`src/rtl/pipe_pkg.sv`:
```
// Shared pipeline definitions: op_data bit positions, ALU command encodings and
// the EX-stage controller states.
package pipe_pkg;

   localparam int unsigned LOAD_BIT         = 0;
   localparam logic [4:0]  ALU_NOP          = 5'd0;
   localparam int unsigned MC_CMD_BASE_DFLT = 16;

   typedef enum logic {
      RUN   = 1'b0,
      MULTI = 1'b1
   } state_t;

   // Control fields carried from ID/EX into EX/MEM
   typedef struct packed {
      logic [4:0]  rd;
      logic [14:0] op_data;
      logic [2:0]  func3;
   } exmem_ctl_t;

endpackage

```
`src/rtl/stage2_hazard.sv`:
```
// EX-side compare logic: RAW hazard against EX/MEM, multi-cycle start detection
// and, with STAGE2_FWD_EN defined, EX/MEM -> EX forwarding selects.
module stage2_hazard
   import pipe_pkg::*;
#(
   parameter int unsigned MC_CMD_BASE = MC_CMD_BASE_DFLT
) (
   input  logic       state_run,
   input  logic       in_valid,
   input  logic [4:0] alu_cmd,
   input  logic [4:0] r1,
   input  logic [4:0] r2,
   input  logic       ex_valid,
   input  logic [4:0] ex_rd,
`ifdef STAGE2_FWD_EN
   input  logic       ex_load,
   output logic       fwd_a,
   output logic       fwd_b,
`endif
   output logic       hazard,
   output logic       mc_start
);

   logic ex_writes;
   logic raw;

   // x0 is never a real producer
   assign ex_writes = ex_valid && (ex_rd != 5'd0);
   assign raw       = (ex_rd == r1) || (ex_rd == r2);

`ifdef STAGE2_FWD_EN
   // Only a load result arrives too late to forward
   assign hazard = ex_writes && ex_load && in_valid && raw;
   assign fwd_a  = ex_writes && !ex_load && (ex_rd == r1);
   assign fwd_b  = ex_writes && !ex_load && (ex_rd == r2);
`else
   assign hazard = ex_writes && in_valid && raw;
`endif

   assign mc_start = state_run && in_valid && (32'(alu_cmd) >= MC_CMD_BASE) && !hazard;

endmodule

```
`src/rtl/stage2.sv`:
```
// EX/MEM pipeline register with EX-side hazard control (bubbles, multi-cycle stall,
// branch flush). Define STAGE2_FWD_EN to add forwarding outputs fwd_a/fwd_b.
module stage2
   import pipe_pkg::*;
#(
   parameter int unsigned XLEN        = 32,
   parameter int unsigned MC_LAT      = 4,
   parameter int unsigned MC_CMD_BASE = MC_CMD_BASE_DFLT
) (
   input  logic            clk,
   input  logic            rst,
   input  logic [4:0]      r1_in,
   input  logic [4:0]      r2_in,
   input  logic [4:0]      rd_in,
   input  logic [XLEN-1:0] PC_in,
   input  logic [14:0]     op_data_in,
   input  logic [2:0]      func3_in,
   input  logic [4:0]      ALU_command_in,
   input  logic [XLEN-1:0] alu_result,
   input  logic            flush,
   output logic            stage1_en,
   output logic [4:0]      rd_out,
   output logic [XLEN-1:0] result_out,
   output logic [XLEN-1:0] PC_out,
   output logic [14:0]     op_data_out,
   output logic [2:0]      func3_out,
   output logic            valid_out,
`ifdef STAGE2_FWD_EN
   output logic            fwd_a,
   output logic            fwd_b,
`endif
   output logic            busy_out
);

   localparam int unsigned CNT_W = $clog2(MC_LAT);

   state_t          state, state_d;
   logic [CNT_W-1:0] cnt, cnt_d;
   exmem_ctl_t      ctl_q;
   logic [XLEN-1:0] result_q;
   logic [XLEN-1:0] pc_q;
   logic            valid_q;

   logic in_valid;
   logic hazard;
   logic mc_start;
   logic capture;
   logic capture_valid;

   // stage1's reset contents double as the bubble encoding
   assign in_valid = !((ALU_command_in == ALU_NOP) && (op_data_in == 15'd0));

   stage2_hazard #(
      .MC_CMD_BASE (MC_CMD_BASE)
   ) u_hazard (
      .state_run (state == RUN),
      .in_valid  (in_valid),
      .alu_cmd   (ALU_command_in),
      .r1        (r1_in),
      .r2        (r2_in),
      .ex_valid  (valid_q),
      .ex_rd     (ctl_q.rd),
`ifdef STAGE2_FWD_EN
      .ex_load   (ctl_q.op_data[LOAD_BIT]),
      .fwd_a     (fwd_a),
      .fwd_b     (fwd_b),
`endif
      .hazard    (hazard),
      .mc_start  (mc_start)
   );

   // Next state; priority flush > MULTI > hazard > mc_start > normal
   always_comb begin
      state_d       = state;
      cnt_d         = cnt;
      capture       = 1'b0;
      capture_valid = 1'b0;
      if (flush) begin
         state_d = RUN;
         cnt_d   = '0;
      end else if (state == MULTI) begin
         if (cnt != '0) begin
            cnt_d = cnt - CNT_W'(1);
         end else begin
            capture       = 1'b1;
            capture_valid = 1'b1;
            state_d       = RUN;
         end
      end else if (hazard) begin
         state_d = RUN;
      end else if (mc_start) begin
         state_d = MULTI;
         cnt_d   = CNT_W'(MC_LAT - 1);
      end else begin
         capture       = 1'b1;
         capture_valid = in_valid;
      end
   end

   assign stage1_en = rst && (flush
                           || ((state == RUN) && !hazard && !mc_start)
                           || ((state == MULTI) && (cnt == '0)));

   // Anything not captured is a bubble: only valid and rd are cleared
   always_ff @(posedge clk) begin
      if (!rst) begin
         state    <= RUN;
         cnt      <= '0;
         valid_q  <= 1'b0;
         ctl_q    <= '0;
         result_q <= '0;
         pc_q     <= '0;
      end else begin
         state <= state_d;
         cnt   <= cnt_d;
         if (capture) begin
            valid_q       <= capture_valid;
            ctl_q.rd      <= rd_in;
            ctl_q.op_data <= op_data_in;
            ctl_q.func3   <= func3_in;
            result_q      <= alu_result;
            pc_q          <= PC_in;
         end else begin
            valid_q  <= 1'b0;
            ctl_q.rd <= 5'd0;
         end
      end
   end

   assign rd_out      = ctl_q.rd;
   assign op_data_out = ctl_q.op_data;
   assign func3_out   = ctl_q.func3;
   assign result_out  = result_q;
   assign PC_out      = pc_q;
   assign valid_out   = valid_q;
   assign busy_out    = (state == MULTI);

endmodule

```
`config.mk`:
```
export PLATFORM = sky130hd
export DESIGN_NAME = stage2
export DESIGN_NICKNAME = d
export VERILOG_FILES = /design/src/rtl/pipe_pkg.sv /design/src/rtl/stage2_hazard.sv /design/src/rtl/stage2.sv
export SDC_FILE = /design/constraint.sdc
export NUM_CORES = 1
export LEC_CHECK = 0
export CAP_MARGIN = 20
export CORE_MARGIN = 2
export CORE_UTILIZATION = 35
export CTS_CLUSTER_DIAMETER = 30
export DETAILED_ROUTE_END_ITERATION = 16
export DONT_BUFFER_PORTS = 1
export PLACE_DENSITY_LB_ADDON = 0.25
export SYNTH_ARGS = -nofsm -noshare
export SYNTH_HDL_FRONTEND = slang
export SYNTH_SLANG_ARGS = --single-unit
```
`constraint.sdc`:
```
create_clock -name clk -period 2.46 [get_ports clk]
set_clock_uncertainty 0.05 [all_clocks]
set_input_delay 0.246 -clock clk [delete_from_list [all_inputs] [get_ports clk]]
set_output_delay 0.246 -clock clk [all_outputs]
set_load 0.1 [all_outputs]
```
# After elaboration in Yosys (flattened, before gate mapping)

Index checks and enable logic that the tools add are counted.

Register bits: 91
Input bits: 105
Output and inout port bits: 90
Word-level logic and storage cells: 60

Add/subtract/negate cells: 1
Magnitude comparators: 1
Eq/ne operators: 4
Multiplexer cells: 16
Bitwise logic cells: 3
Reduce and logical (&&, ||, !) cells: 27

Operators by type and width:

| kind                  | count |
|---|---|
| $logic_not A15 Y1     | 1 |
| $mux W1               | 12 |
| $logic_and A1 B1 Y1   | 11 |
| $eq A5 B5 Y1          | 2 |
| $mux W2               | 4 |
| $ge A5 B5 Y1 const B  | 1 |
| $logic_not A5 Y1      | 1 |
| $reduce_bool A5 Y1    | 1 |
| $reduce_bool A2 Y1    | 2 |
| $logic_not A1 Y1      | 3 |
| $logic_or A1 B1 Y1    | 3 |
| $not A1 Y1            | 3 |
| $reduce_and A3 Y1     | 1 |
| $reduce_or A3 Y1      | 1 |
| $logic_not A2 Y1      | 1 |
| $ne A2 B1 Y1 const B  | 1 |
| $ne A2 B2 Y1 const B  | 1 |
| $reduce_and A2 Y1     | 1 |
| $reduce_or A2 Y1      | 1 |
| $sub A2 B1 Y2 const B | 1 |

# Longest topological paths before layout

Gate-level depths: netlist of the first run.

Word-level depth: 13
Mapped depth: 8
Gate-level depth less buffers: 6

# Hierarchy

Synthesis of the first run repeated with hierarchy kept, for this count alone.

Cell total of the unflattened synthesis: 416
Area total of the unflattened synthesis: 3,856.2 µm²

Modules (own cells, without submodules):

| module        | times used | cells an instance | area an instance (µm²) | seq. area each (µm²) |
|---|---|---|---|---|
| stage2        | 1          | 396               | 3,713.6                | 1,821.7 |
| stage2_hazard | 1          | 20                | 142.6                  | 0.0 |

# Worst setup path before layout of the first run

No wires, ideal clock.

Path type: flip-flop to output port
From: reg ctl_q, in the netlist rd_out[4]
To: out stage1_en
Data arrival time: 2,481 ps
Path slack: -317 ps
Cell stages (with the launch flop): 6
Path buffers: 0
Path through: dfxtp_1 > or4_4 > o21ai_2 > a311oi_1 > a21oi_1 > o21a_1

Word-level cells in the longest chain between the ends: 11
Elaborated cells on any way between the ends: 15
Classes of those cells: eq/ne (2); reduce/logical (13)

Ends and longest elaborated chain:

| element                 | RTL line                           | text |
|---|---|---|
| from (decl)             | stage2.sv:39                       | `exmem_ctl_t ctl_q;` |
| $reduce_bool A5 Y1      | stage2_hazard.sv:28                | `assign ex_writes = ex_valid && (ex_rd != 5'd0);` |
| $logic_and A1 B1 Y1     | stage2_hazard.sv:28                |  |
| $logic_and A1 B1 Y1     | stage2_hazard.sv:37                | `assign hazard = ex_writes && in_valid && raw;` |
| $logic_and A1 B1 Y1 (*) | stage2_hazard.sv:37                |  |
| $logic_not A1 Y1 (*)    | stage2_hazard.sv:40, stage2.sv:101 |  |
| $logic_and A1 B1 Y1     | stage2_hazard.sv:40                | `assign mc_start = state_run && in_valid && (32'(alu_cmd) >= MC_CMD_BASE) && !hazard;` |
| $logic_not A1 Y1        | stage2.sv:101                      | `\|\| ((state == RUN) && !hazard && !mc_start)` |
| $logic_and A1 B1 Y1 (*) | stage2.sv:101                      |  |
| $logic_or A1 B1 Y1 (*)  | stage2.sv:101                      |  |
| $logic_or A1 B1 Y1 (*)  | stage2.sv:102                      | `\|\| ((state == MULTI) && (cnt == '0)));` |
| $logic_and A1 B1 Y1 (*) | stage2.sv:100                      | `assign stage1_en = rst && (flush` |
| to (decl)               | stage2.sv:21                       | `output logic stage1_en,` |

Every way passes the cells marked *; elsewhere a longest branch is shown, timed or not.

# Worst setup path after layout of the first run

From: reg ctl_q, in the netlist rd_out[1]
To: out stage1_en

The elaborated chain is that of the path after synthesis.

==> metrics.txt, run 1 <==
# TYPE chip_impl_metric gauge
chip_impl_metric{name="final_core_util",unit="%"} 55.3
chip_impl_info{name="synth_commonest_cells",value="nand2_1 (166), dfxtp_1 (91), mux2i_1 (82), clkbuf_1 (18), xnor2_1 (10)"} 1
chip_impl_metric{name="layout.nets",unit=""} 715
chip_impl_metric{name="die_w",unit="µm"} 109
chip_impl_metric{name="worst_ep_arrival_time",unit="ns"} 2.06
chip_impl_metric{name="peakVddDrop",unit="mV"} 0.323
chip_impl_metric{name="floorplan.die.height",unit="µm"} 109
chip_impl_metric{name="cp.required",unit="ns"} 2.16
chip_impl_info{name="timing.critical_path.to_type",value="output port"} 1
chip_impl_info{name="critPathLaunch",value="rd_out[1]$_SDFF_PN0_"} 1
chip_impl_metric{name="regToRegSetupSlack",unit="ns"} 0.20
chip_impl_metric{name="final_period_minus_worst_setup_slack",unit="ns"} 2.36
chip_impl_metric{name="place_hpwl",unit="mm"} 6.08
chip_impl_metric{name="slew_viol_final",unit=""} 0
chip_impl_metric{name="finalWorstSetupSlack",unit="ns"} 0.104
chip_impl_metric{name="power_density",unit="nW/µm²"} 646
chip_impl_metric{name="wire_per_inst",unit="µm"} 15.4
chip_impl_metric{name="number_of_storage_elements_in_the_synthesis_netlist",unit=""} 91
chip_impl_metric{name="grt-ovfl-total",unit=""} 0
chip_impl_metric{name="drc_errors",unit=""} 0
chip_impl_info{name="critical_register_to_register_path_startpoint",value="rd_out[4]$_SDFF_PN0_"} 1
chip_impl_metric{name="detail_route.iter0.violations",unit=""} 208
chip_impl_metric{name="fin_area",unit="µm²"} 5970
chip_impl_info{name="setup_repair_after_global_routing_missed_its_margin",value="no"} 1
chip_impl_metric{name="clock_tree.buffer_depth",unit=""} 2
chip_impl_metric{name="cts.reportedPaths.clkPinSlew",unit="ns"} 0.09
chip_impl_metric{name="boundaryPins",unit=""} 195
chip_impl_metric{name="layout_worst_path_cycle_share",unit="%"} 95.8
chip_impl_info{name="tritoncts",value="built"} 1
chip_impl_metric{name="cts-buffers-inserted",unit=""} 9
chip_impl_metric{name="hold_viol",unit=""} 0
chip_impl_metric{name="initial_core_util",unit="%"} 35.7
chip_impl_metric{name="max_freq",unit="MHz"} 424
chip_impl_info{name="dominant_cells_by_area_after_synthesis",value="dfxtp_1 (47%), mux2i_1 (21%), nand2_1 (16%)"} 1
chip_impl_metric{name="syn-mean-instance-area",unit="µm²"} 9.30
chip_impl_metric{name="grt_max_degree",unit=""} 56
chip_impl_metric{name="finalSetupViolCount",unit=""} 0
chip_impl_metric{name="grt_use_total",unit="%"} 19.0
chip_impl_metric{name="fp.dieArea",unit="µm²"} 11900
chip_impl_metric{name="crit_path_max_fanout",unit=""} 4
chip_impl_metric{name="placeableCoreArea",unit="µm²"} 10800
chip_impl_metric{name="postSynthCellCount",unit=""} 414
chip_impl_metric{name="synth-seq-area-share",unit="%"} 47.3
chip_impl_metric{name="placed_area",unit="µm²"} 4500
chip_impl_info{name="worst_hold_startpoint",value="op_data_in[11]"} 1
chip_impl_metric{name="drtPass1Iterations",unit=""} 4
chip_impl_metric{name="worst_skew_pair.late_latency",unit="ns"} 0.36
chip_impl_info{name="crit_type",value="reg2out"} 1
chip_impl_info{name="status",value="finished clean"} 1
chip_impl_info{name="synth_top_cell_by_area",value="dfxtp_1"} 1
chip_impl_info{name="synth.most_common_cell",value="nand2_1"} 1
chip_impl_metric{name="total_power",unit="mW"} 3.86
chip_impl_metric{name="max_capacitance_violation_total",unit=""} 0
chip_impl_info{name="ctsRootBufferMaster",value="clkbuf_8"} 1
chip_impl_metric{name="area_delta_synth_final",unit="%"} 55.2
chip_impl_metric{name="grt_first_pass_wirelength",unit="mm"} 17.1
chip_impl_metric{name="cts.sinks",unit=""} 91
chip_impl_metric{name="row_count",unit=""} 38
chip_impl_metric{name="asyncSetResetFlopFracSynth",unit="%"} 0
chip_impl_metric{name="detail_route.wirelength",unit="mm"} 11.6
chip_impl_metric{name="drive_gt1_share",unit="%"} 18.8
chip_impl_metric{name="port-buffer-count",unit=""} 0
chip_impl_metric{name="number_of_global_route_vias_before_repair",unit=""} 3525
chip_impl_metric{name="dpl.cell_count",unit=""} 617
chip_impl_metric{name="fraction_of_synthesized_cell_area_taken_by_the_top_area_cell_type",unit="%"} 47.3
chip_impl_info{name="kind_of_start_point_of_the_critical_path",value="flip-flop"} 1
chip_impl_metric{name="grt_antenna_before_repair",unit=""} 0
chip_impl_metric{name="syn_nets",unit=""} 520
chip_impl_metric{name="holdWs",unit="ns"} 0.0118
chip_impl_metric{name="synth_enable_flop_cells",unit=""} 0
chip_impl_metric{name="post_layout_nonfiller_instances",unit=""} 753
chip_impl_metric{name="route.detailed.vias_per_inst",unit=""} 4.68
chip_impl_metric{name="place_worst_setup_slack",unit="ns"} 0.206
chip_impl_metric{name="cts.htree.levels",unit=""} 3
chip_impl_info{name="synth_flop_cell",value="dfxtp_1"} 1
chip_impl_metric{name="totalNegativeSetupSlack",unit="ns"} 0
chip_impl_metric{name="detail-route-antenna-nets",unit=""} 0
chip_impl_metric{name="n_antenna_cell",unit=""} 0
chip_impl_metric{name="relSlewSlack",unit="%"} 34.4
chip_impl_metric{name="synth-warning-count",unit=""} 0
chip_impl_metric{name="synth.distinct_cells",unit=""} 27
chip_impl_metric{name="dr_total_vias",unit=""} 3524
chip_impl_metric{name="synth_area",unit="µm²"} 3850
chip_impl_metric{name="tightestPinTransition",unit="ns"} 0.982
chip_impl_info{name="worst_hold_path_type",value="in2reg"} 1
chip_impl_metric{name="leakage",unit="nW"} 2.52
chip_impl_metric{name="gp_congestion",unit=""} 0.713
cell usage in the layout (no fill, tap or decap), types with 5 or more instances in the layout:
cell type / instances
nor4_1: 5
and2_1: 5
dlygate4sd3_1: 119
xnor2_1: 10
nand2_1: 166
mux2i_1: 82
dfxtp_1: 87
buf_4: 84
clkbuf_8: 13
area by class of cell:
class	instances	area [µm²]
repair buffers	211	1950
well taps	140	175
inverters	3	11.3
clock buffers	14	183
fillers	926	4820
clock inverters	1	30.0
multi-input cells	293	1790
flip-flops and latches	91	1830
worst max-delay path, stage by stage, from the launching register on:
cell and delay, ns:
dfxtp_2 0.33, buf_4 0.30, xnor2_1 0.16, nand3_1 0.11, o22ai_2 0.26, a21oi_1 0.13
o21a_2 0.23, buf_6 0.18
cells by family after synthesis:
logic type / after synthesis / share of synthesized area, %
xor+xnor: 10 / 2.28
simple gates: 184 / 19.1
buf+inv: 30 / 6.50
fa+ha+maj: 1 / 0.325
mux: 82 / 21.3
compound gates: 16 / 3.09
flops: 91 / 47.3
metal layers:
layer	vias to the layer above	routed length (µm)	track usage (%)	part of all wire [%]
met5	-	0	0	0
met4	0	242	7.78	2.1
met3	17	878	4.66	7.6
met1	1640	4640	21.1	40
met2	133	5830	34.6	50
li1	1734	-	-	-
worst paths after layout:
path / depth (start not counted) / end
setup / recovery: 7 / stage1_en
hold / removal: 2 / op_data_out[11]$_SDFFE_PN0P_
setup reg to reg: 6 / PC_out[13]$_SDFFE_PN0P_
hold reg to reg: 2 / op_data_out[14]$_SDFFE_PN0P_
flip-flops by register name, summed over array words and instances (netlist names):
name	cells
func3_out	3
rd_out	5
result_out	32
busy_out	1
valid_out	1
PC_out	32
op_data_out	15
cnt	2
power by group:
group	total (mW)	switching [mW]	internal, mW	leakage [nW]
clock network	1.07	0.489	0.576	0.109
logic	1.18	0.832	0.351	1.66
registers	1.61	0.0510	1.56	0.747
timing repair:
action	CTS	global route
gates resized for setup	2	3
setup endpoints to repair	1	1
cloned	0	0
hold endpoints to repair	86	1
setup buffers	0	0
hold buffers	120	1
pin swaps	0	0
No activity file was read; power rests on OpenSTA's default activity.
==> inputs of run 2 (changes only) <==
- REMOVE_ABC_BUFFERS: not set -> 1
==> run 2 against run 1 <==
Effect of this change:
- the run now fails in 4_1_cts
- synthesized cell count unchanged
- area after synthesis stayed put
==> metrics.txt, run 2 <==
# TYPE chip_impl_metric gauge
chip_impl_metric{name="die_w",unit="µm"} 109
chip_impl_metric{name="number_of_storage_elements_in_the_synthesis_netlist",unit=""} 91
chip_impl_metric{name="initial_core_util",unit="%"} 35.7
chip_impl_info{name="ctsRootBufferMaster",value="clkbuf_8"} 1
chip_impl_metric{name="place_hpwl",unit="mm"} 6.15
chip_impl_info{name="synth_flop_cell",value="dfxtp_1"} 1
chip_impl_metric{name="cts.hold.buffers_added",unit=""} 127
chip_impl_metric{name="synth_enable_flop_cells",unit=""} 0
chip_impl_metric{name="post_cts_resized",unit=""} 0
chip_impl_info{name="stage_where_the_flow_stopped",value="4_1_cts"} 1
chip_impl_metric{name="cts.htree.levels",unit=""} 3
chip_impl_metric{name="synth-seq-area-share",unit="%"} 47.3
chip_impl_metric{name="port-buffer-count",unit=""} 0
chip_impl_info{name="synth.most_common_cell",value="nand2_1"} 1
chip_impl_metric{name="boundaryPins",unit=""} 195
chip_impl_metric{name="fraction_of_synthesized_cell_area_taken_by_the_top_area_cell_type",unit="%"} 47.3
chip_impl_metric{name="synth_area",unit="µm²"} 3850
chip_impl_metric{name="gp_congestion",unit=""} 0.722
chip_impl_metric{name="postCtsSetupBuffers",unit=""} 0
chip_impl_info{name="synth_top_cell_by_area",value="dfxtp_1"} 1
chip_impl_metric{name="row_count",unit=""} 38
chip_impl_info{name="flow.first_error",value="[ERROR RSZ-0060] Max buffer count reached."} 1
chip_impl_info{name="status",value="stopped before the end"} 1
chip_impl_metric{name="cts.sinks",unit=""} 91
chip_impl_metric{name="syn-mean-instance-area",unit="µm²"} 9.30
chip_impl_metric{name="postSynthCellCount",unit=""} 414
chip_impl_metric{name="synth.distinct_cells",unit=""} 27
chip_impl_metric{name="cts-buffers-inserted",unit=""} 9
chip_impl_info{name="synth_commonest_cells",value="nand2_1 (166), dfxtp_1 (91), mux2i_1 (82), clkbuf_1 (18), xnor2_1 (10)"} 1
chip_impl_metric{name="floorplan.die.height",unit="µm"} 109
chip_impl_metric{name="clock_tree.buffer_depth",unit=""} 2
chip_impl_metric{name="asyncSetResetFlopFracSynth",unit="%"} 0
chip_impl_metric{name="dpl.cell_count",unit=""} 616
chip_impl_metric{name="synth-warning-count",unit=""} 0
chip_impl_info{name="dominant_cells_by_area_after_synthesis",value="dfxtp_1 (47%), mux2i_1 (21%), nand2_1 (16%)"} 1
[run 2: cell counts after synthesis]
Identical to the previous run, type by type.
[run 2: metrics by stage]
step	util, %	setup slack, ns	cell area (µm²)	hold WS, ns
after global placement	41.7	0.260	4500	0.321
after floorplan	-	-4.48	3610	0.318
after detailed placement	41.7	0.190	4500	0.321
[run 2: cells by family after synthesis]
kind of cell,count (synthesis),share of synthesized area [%]
adder cells (fa/ha/maj),1,0.325
XOR/XNOR,10,2.28
AO/OA/AOI/OAI,16,3.09
flip-flops,91,47.3
buffers and inverters,30,6.50
AND/OR/NAND/NOR,184,19.1
multiplexers,82,21.3
==> inputs of run 3 (changes only) <==
- CORE_UTILIZATION: 35 -> 20
- CTS_CLUSTER_DIAMETER: 30 -> not set
- PLACE_DENSITY_LB_ADDON: 0.25 -> 0.15
==> run 3 against run 2 <==
Effect of this change:
- the flow now finishes without violations
==> metrics.txt, run 3 (synthesis gave the netlist of run 1 again) <==
# TYPE chip_impl_metric gauge
chip_impl_info{name="status",value="finished clean"} 1
chip_impl_metric{name="number_of_global_route_vias_before_repair",unit=""} 3226
chip_impl_metric{name="detail_route.wirelength",unit="mm"} 10.2
chip_impl_metric{name="n_antenna_cell",unit=""} 0
chip_impl_metric{name="final_period_minus_worst_setup_slack",unit="ns"} 2.33
chip_impl_metric{name="place_hpwl",unit="mm"} 6.93
chip_impl_metric{name="max_freq",unit="MHz"} 429
chip_impl_metric{name="grt_antenna_before_repair",unit=""} 0
chip_impl_metric{name="detail-route-antenna-nets",unit=""} 0
chip_impl_info{name="setup_repair_after_global_routing_missed_its_margin",value="no"} 1
chip_impl_metric{name="route.detailed.vias_per_inst",unit=""} 4.01
chip_impl_info{name="crit_type",value="reg2out"} 1
chip_impl_info{name="kind_of_start_point_of_the_critical_path",value="flip-flop"} 1
chip_impl_metric{name="detail_route.iter0.violations",unit=""} 83
chip_impl_metric{name="area_delta_synth_final",unit="%"} 53.3
chip_impl_metric{name="port-buffer-count",unit=""} 0
chip_impl_metric{name="max_capacitance_violation_total",unit=""} 0
chip_impl_metric{name="layout.nets",unit=""} 688
chip_impl_metric{name="floorplan.die.height",unit="µm"} 143
chip_impl_metric{name="fp.dieArea",unit="µm²"} 20400
chip_impl_metric{name="clock_tree.buffer_depth",unit=""} 2
chip_impl_metric{name="worst_ep_arrival_time",unit="ns"} 2.04
chip_impl_metric{name="critical-path-max-stage-delay",unit="ns"} 0.55
chip_impl_info{name="tritoncts",value="built"} 1
chip_impl_metric{name="crit_path_max_fanout",unit=""} 4
chip_impl_metric{name="layout_worst_path_cycle_share",unit="%"} 94.8
chip_impl_metric{name="wire_per_inst",unit="µm"} 12.5
chip_impl_metric{name="place_worst_setup_slack",unit="ns"} 0.192
chip_impl_metric{name="tightestPinTransition",unit="ns"} 0.649
chip_impl_info{name="mostFrequentLayoutCell",value="nand2_1"} 1
chip_impl_metric{name="boundaryPins",unit=""} 195
chip_impl_metric{name="cp.required",unit="ns"} 2.16
chip_impl_info{name="ctsRootBufferMaster",value="clkbuf_16"} 1
chip_impl_metric{name="worst_skew_pair.late_latency",unit="ns"} 0.34
chip_impl_metric{name="peakVddDrop",unit="mV"} 0.287
chip_impl_metric{name="dpl.cell_count",unit=""} 714
chip_impl_metric{name="gp_congestion",unit=""} 0.714
chip_impl_info{name="timing.critical_path.to_type",value="output port"} 1
chip_impl_metric{name="finalWorstSetupSlack",unit="ns"} 0.128
chip_impl_metric{name="cts.reportedPaths.clkPinSlew",unit="ns"} 0.07
chip_impl_info{name="crit_path_cell_trace",value="or4_4 > o21ai_2 > a311oi_2 > a21oi_1 > o21a_1 > buf_12"} 1
chip_impl_metric{name="die_w",unit="µm"} 143
chip_impl_metric{name="finalSetupViolCount",unit=""} 0
chip_impl_metric{name="hold_viol",unit=""} 0
chip_impl_info{name="worst_hold_path_type",value="in2reg"} 1
chip_impl_metric{name="grt_use_total",unit="%"} 9.84
chip_impl_metric{name="row_count",unit=""} 50
chip_impl_metric{name="postCtsSetupBuffers",unit=""} 0
chip_impl_metric{name="cts.htree.levels",unit=""} 3
chip_impl_metric{name="drive_gt1_share",unit="%"} 19.4
chip_impl_metric{name="initial_core_util",unit="%"} 20.5
chip_impl_metric{name="post_layout_nonfiller_instances",unit=""} 821
chip_impl_metric{name="placeableCoreArea",unit="µm²"} 18800
chip_impl_metric{name="dr_total_vias",unit=""} 3296
chip_impl_metric{name="slew_viol_final",unit=""} 0
chip_impl_metric{name="grt_first_pass_wirelength",unit="mm"} 15.7
chip_impl_info{name="critical-path-slowest-cell",value="or4_4"} 1
chip_impl_metric{name="cts.sinks",unit=""} 91
chip_impl_metric{name="cts-buffers-inserted",unit=""} 9
chip_impl_metric{name="drtPass1Iterations",unit=""} 4
chip_impl_metric{name="grt-ovfl-total",unit=""} 0
chip_impl_metric{name="grt_max_degree",unit=""} 152
chip_impl_metric{name="power_density",unit="nW/µm²"} 721
chip_impl_info{name="mostFrequentLayoutCells",value="nand2_1 (166), dlygate4sd3_1 (91), dfxtp_1 (90), buf_4 (90), mux2i_1 (82)"} 1
chip_impl_metric{name="drc_errors",unit=""} 0
chip_impl_metric{name="leakage",unit="nW"} 2.48
chip_impl_metric{name="final_core_util",unit="%"} 31.4
chip_impl_metric{name="relSlewSlack",unit="%"} 56.6
run 3: path summary, 6_finish.rpt:
| check | start | endpoint | slack, ns | cells after the start |
|---|---|---|---|---|
| max | rd_out[4]$_SDFF_PN0_ | stage1_en | 0.13 | 6 |
| min | PC_in[18] | PC_out[18]$_SDFFE_PN0P_ | 0.01 | 2 |
| max reg2reg | rd_out[4]$_SDFF_PN0_ | PC_out[10]$_SDFFE_PN0P_ | 0.20 | 6 |
| min reg2reg | op_data_out[4]$_SDFFE_PN0P_ | op_data_out[4]$_SDFFE_PN0P_ | 0.41 | 2 |
run 3: area by class of cell:
| type | count | area [µm²] |
|---|---|---|
| Fill cell | 1982 | 12900 |
| Sequential cell | 91 | 1820 |
| Multi-Input combinational cell | 293 | 1790 |
| Timing Repair Buffer | 184 | 1650 |
| Tap cell | 234 | 293 |
| Clock buffer | 11 | 253 |
| Clock inverter | 5 | 85.1 |
| Inverter | 3 | 11.3 |
run 3: metrics by stage:
step / cell area [µm²] / total power, mW / hold WS, ns / TNS [ns]
2_1_floorplan: 3610 / 2.47 / 0.318 / -367.67
3_3_place_gp: 4650 / 2.62 / 0.324 / 0
3_5_place_dp: 4650 / 2.63 / 0.323 / 0
4_1_cts: 5890 / 4.34 / 0.000127 / 0
5_1_grt: 5900 / 4.45 / 0.00515 / 0
6_report: 5900 / 4.25 / 0.0119 / 0
run 3: critical path: cells and delay by family, from the launching register on:
kind / cells / cell delay [ns]
buffers and inverters: 1 / 0.18
AO/OA/AOI/OAI: 4 / 0.62
flip-flops: 1 / 0.34
AND/OR/NAND/NOR: 1 / 0.55
run 3: metal layers:
metal | global-route usage (%) | vias to the layer above | wire length [µm]
li1 | - | 1686 | -
met5 | 0 | - | 0
met3 | 4.26 | 9 | 843
met4 | 3.60 | 0 | 132
met1 | 11.6 | 1489 | 4570
met2 | 15.9 | 112 | 4710
run 3: power breakdown:
| group | total (mW) | leakage (nW) | internal [mW] | switching [mW] |
|---|---|---|---|---|
| combinational | 1.12 | 1.57 | 0.317 | 0.805 |
| sequential | 1.59 | 0.746 | 1.56 | 0.0288 |
| clock | 1.54 | 0.162 | 0.950 | 0.595 |
| total | 4.25 | 2.48 | 2.83 | 1.43 |
run 3: repair_timing:
| action | CTS | global route |
|---|---|---|
| endpoints found under the hold margin | 84 | 0 |
| gates resized for setup | 0 | 2 |
| setup endpoints to repair | 0 | 1 |
| hold buffers | 91 | 0 |
==> inputs of run 4 (changes only) <==
- CELL_PAD_IN_SITES_DETAIL_PLACEMENT: not set -> 1
- CELL_PAD_IN_SITES_GLOBAL_PLACEMENT: not set -> 2
==> run 4 against run 3 <==
Effect of this change:
- die area stayed put
- setup slack better by 0.015 ns
- design area is 0.83% higher
- utilization is 0.26 points higher
==> metrics.txt, run 4 (synthesis gave the netlist of run 1 again) <==
# TYPE chip_impl_metric gauge
chip_impl_metric{name="grt-ovfl-total",unit=""} 0
chip_impl_metric{name="initial_core_util",unit="%"} 20.5
chip_impl_metric{name="switching_share",unit="%"} 35.2
chip_impl_metric{name="slew_viol_final",unit=""} 0
chip_impl_metric{name="grt_antenna_before_repair",unit=""} 0
chip_impl_info{name="critical_path.reg2reg.endpoint",value="result_out[26]$_SDFFE_PN0P_"} 1
chip_impl_metric{name="pwr-share-clk",unit="%"} 33.7
chip_impl_metric{name="cp.required",unit="ns"} 2.16
chip_impl_info{name="kind_of_start_point_of_the_critical_path",value="flip-flop"} 1
chip_impl_metric{name="final_core_util",unit="%"} 31.7
chip_impl_info{name="timing.critical_path.to_type",value="output port"} 1
chip_impl_metric{name="grt_use_total",unit="%"} 11.5
chip_impl_info{name="mostFrequentLayoutCells",value="nand2_1 (166), dlygate4sd3_1 (96), buf_4 (93), dfxtp_1 (89), mux2i_1 (82)"} 1
chip_impl_metric{name="floorplan.die.height",unit="µm"} 143
chip_impl_metric{name="power_frac_comb",unit="%"} 27.8
chip_impl_metric{name="area_delta_synth_final",unit="%"} 54.6
chip_impl_metric{name="fin_area",unit="µm²"} 5950
chip_impl_metric{name="cts.htree.levels",unit=""} 3
chip_impl_metric{name="drtPass1Iterations",unit=""} 3
chip_impl_info{name="hold-path-endpoint",value="result_out[6]$_SDFFE_PN0P_"} 1
chip_impl_metric{name="row_count",unit=""} 50
chip_impl_metric{name="crit_path_max_fanout",unit=""} 4
chip_impl_metric{name="worst_skew_pair.late_latency",unit="ns"} 0.35
chip_impl_metric{name="grt_max_degree",unit=""} 152
chip_impl_metric{name="placeableCoreArea",unit="µm²"} 18800
chip_impl_metric{name="gp_congestion",unit=""} 0.684
chip_impl_info{name="tritoncts",value="built"} 1
chip_impl_metric{name="hold_path_cell_cnt",unit=""} 2
chip_impl_metric{name="placed_area",unit="µm²"} 4690
chip_impl_metric{name="max_capacitance_violation_total",unit=""} 0
chip_impl_info{name="critical_register_to_register_path_startpoint",value="rd_out[4]$_SDFF_PN0_"} 1
chip_impl_metric{name="cts.reportedPaths.clkPinSlew",unit="ns"} 0.07
chip_impl_metric{name="port-buffer-count",unit=""} 0
chip_impl_metric{name="internal_power",unit="mW"} 2.67
chip_impl_metric{name="peakVddDrop",unit="mV"} 0.315
chip_impl_metric{name="fp.dieArea",unit="µm²"} 20400
chip_impl_metric{name="die_w",unit="µm"} 143
chip_impl_metric{name="relSlewSlack",unit="%"} 58.1
chip_impl_metric{name="switching_power",unit="mW"} 1.45
chip_impl_metric{name="place_hpwl",unit="mm"} 7.79
chip_impl_metric{name="drc_errors",unit=""} 0
chip_impl_metric{name="cts.sinks",unit=""} 91
chip_impl_metric{name="cts-buffers-inserted",unit=""} 9
chip_impl_metric{name="power_density",unit="nW/µm²"} 693
chip_impl_metric{name="finalSetupViolCount",unit=""} 0
chip_impl_metric{name="worst_ep_arrival_time",unit="ns"} 2.02
chip_impl_info{name="worst_hold_startpoint",value="rst"} 1
chip_impl_metric{name="final_period_minus_worst_setup_slack",unit="ns"} 2.32
chip_impl_metric{name="detail_route.wirelength",unit="mm"} 11.6
chip_impl_metric{name="boundaryPins",unit=""} 195
chip_impl_info{name="ctsRootBufferMaster",value="clkbuf_16"} 1
chip_impl_metric{name="wire_per_inst",unit="µm"} 13.9
chip_impl_info{name="setup_repair_after_global_routing_missed_its_margin",value="no"} 1
chip_impl_metric{name="number_of_global_route_vias_before_repair",unit=""} 3667
chip_impl_metric{name="hold_viol",unit=""} 0
chip_impl_info{name="crit_type",value="reg2out"} 1
chip_impl_metric{name="dr_total_vias",unit=""} 3460
chip_impl_metric{name="holdWs",unit="ns"} 0.0139
chip_impl_metric{name="layout_worst_path_cycle_share",unit="%"} 94.2
chip_impl_metric{name="detail-route-antenna-nets",unit=""} 0
chip_impl_metric{name="detail_route.iter0.violations",unit=""} 121
chip_impl_metric{name="totalNegativeSetupSlack",unit="ns"} 0
chip_impl_metric{name="leakage",unit="nW"} 2.50
chip_impl_info{name="mostFrequentLayoutCell",value="nand2_1"} 1
chip_impl_info{name="critical-path-slowest-cell",value="or4_4"} 1
chip_impl_info{name="crit_path_cell_trace",value="or4_4 > o21ai_2 > a311oi_2 > a21oi_1 > o21a_1 > buf_12"} 1
chip_impl_info{name="cpLargestDelayFamily",value="compound AO/OA/AOI/OAI gates"} 1
chip_impl_metric{name="route.detailed.vias_per_inst",unit=""} 4.17
chip_impl_metric{name="layout.nets",unit=""} 697
chip_impl_metric{name="regToRegSetupSlack",unit="ns"} 0.20
chip_impl_metric{name="grt_first_pass_wirelength",unit="mm"} 18.2
chip_impl_metric{name="layout.filler_cells",unit=""} 2161
chip_impl_metric{name="clock_tree.buffer_depth",unit=""} 2
chip_impl_metric{name="critical_path_buf_inv_count",unit=""} 1
chip_impl_metric{name="sequential_cell_fraction_of_total_power",unit="%"} 38.5
chip_impl_metric{name="tightestPinTransition",unit="ns"} 0.622
chip_impl_info{name="status",value="finished clean"} 1
chip_impl_metric{name="postCtsSetupBuffers",unit=""} 0
chip_impl_metric{name="drive_gt1_share",unit="%"} 19.8
chip_impl_metric{name="r2r.worst_path.cells",unit=""} 7
chip_impl_metric{name="critical-path-max-stage-delay",unit="ns"} 0.54
chip_impl_metric{name="max_freq",unit="MHz"} 432
chip_impl_info{name="worst_hold_path_type",value="in2reg"} 1
chip_impl_metric{name="n_antenna_cell",unit=""} 0
## run 4: worst reg2reg max path: cells and delay by family (launching register included)
kind	cells	cell delay [ns]
mux	1	0.24
compound gates	3	0.59
flops	1	0.34
buf+inv	2	0.43
simple gates	1	0.54
## run 4: per-layer routing
metal  part of all wire (%)  GRT usage, %  wire (µm)  up-vias
li1                       -             -          -     1709
met1                     41          12.7       4750     1627
met2                     50          19.8       5760      110
met3                    6.8          4.33        787       14
met4                    2.3          4.69        260        0
met5                      0             0          0        -
## run 4: layout make-up
class                   count  area [µm²]  share of cell area (%)
clock buffers               9         225                    3.78
clock inverters             6        67.6                    1.14
inverters                   3        11.3                   0.189
multi-input cells         293        1790                    30.1
flip-flops and latches     91        1820                    30.7
well taps                 234         293                    4.92
repair buffers            193        1740                    29.2
## run 4: how the worst max path moves through the flow
stage	from	depth (start not counted)	to	slack [ns]
2_1_floorplan	rd_out[4]$_SDFF_PN0_	5	PC_out[0]$_SDFFE_PN0P_	-4.48
3_3_place_gp	rd_out[4]$_SDFF_PN0_	7	PC_out[12]$_SDFFE_PN0P_	0.27
3_5_place_dp	rd_out[4]$_SDFF_PN0_	7	PC_out[16]$_SDFFE_PN0P_	0.19
4_1_cts	rd_out[2]$_SDFF_PN0_	6	stage1_en	0.03
5_1_grt	rd_out[4]$_SDFF_PN0_	6	stage1_en	0.007
6_report	rd_out[4]$_SDFF_PN0_	6	stage1_en	0.14
## run 4: power by group through the flow
stage	clock, mW	sequential [mW]	combinational, mW
floorplan	0	2.24	0.230
global placement	0	1.62	1.01
detailed placement	0	1.62	1.02
CTS	1.47	1.59	1.16
global route	1.53	1.60	1.20
finish	1.39	1.59	1.15
## run 4: metrics by stage
stage,power (mW),setup slack (ns),std cells
final,4.13,0.143,829
after global routing,4.33,0.00677,829
after CTS,4.21,0.0250,829
after detailed placement,2.65,0.185,718
after global placement,2.63,0.269,718
after floorplan,2.47,-4.48,387
## run 4: timing repair
action,CTS,global route
resized for setup,0,3
hold buffers,96,0
endpoints found under the setup margin,0,1
endpoints found under the hold margin,87,0
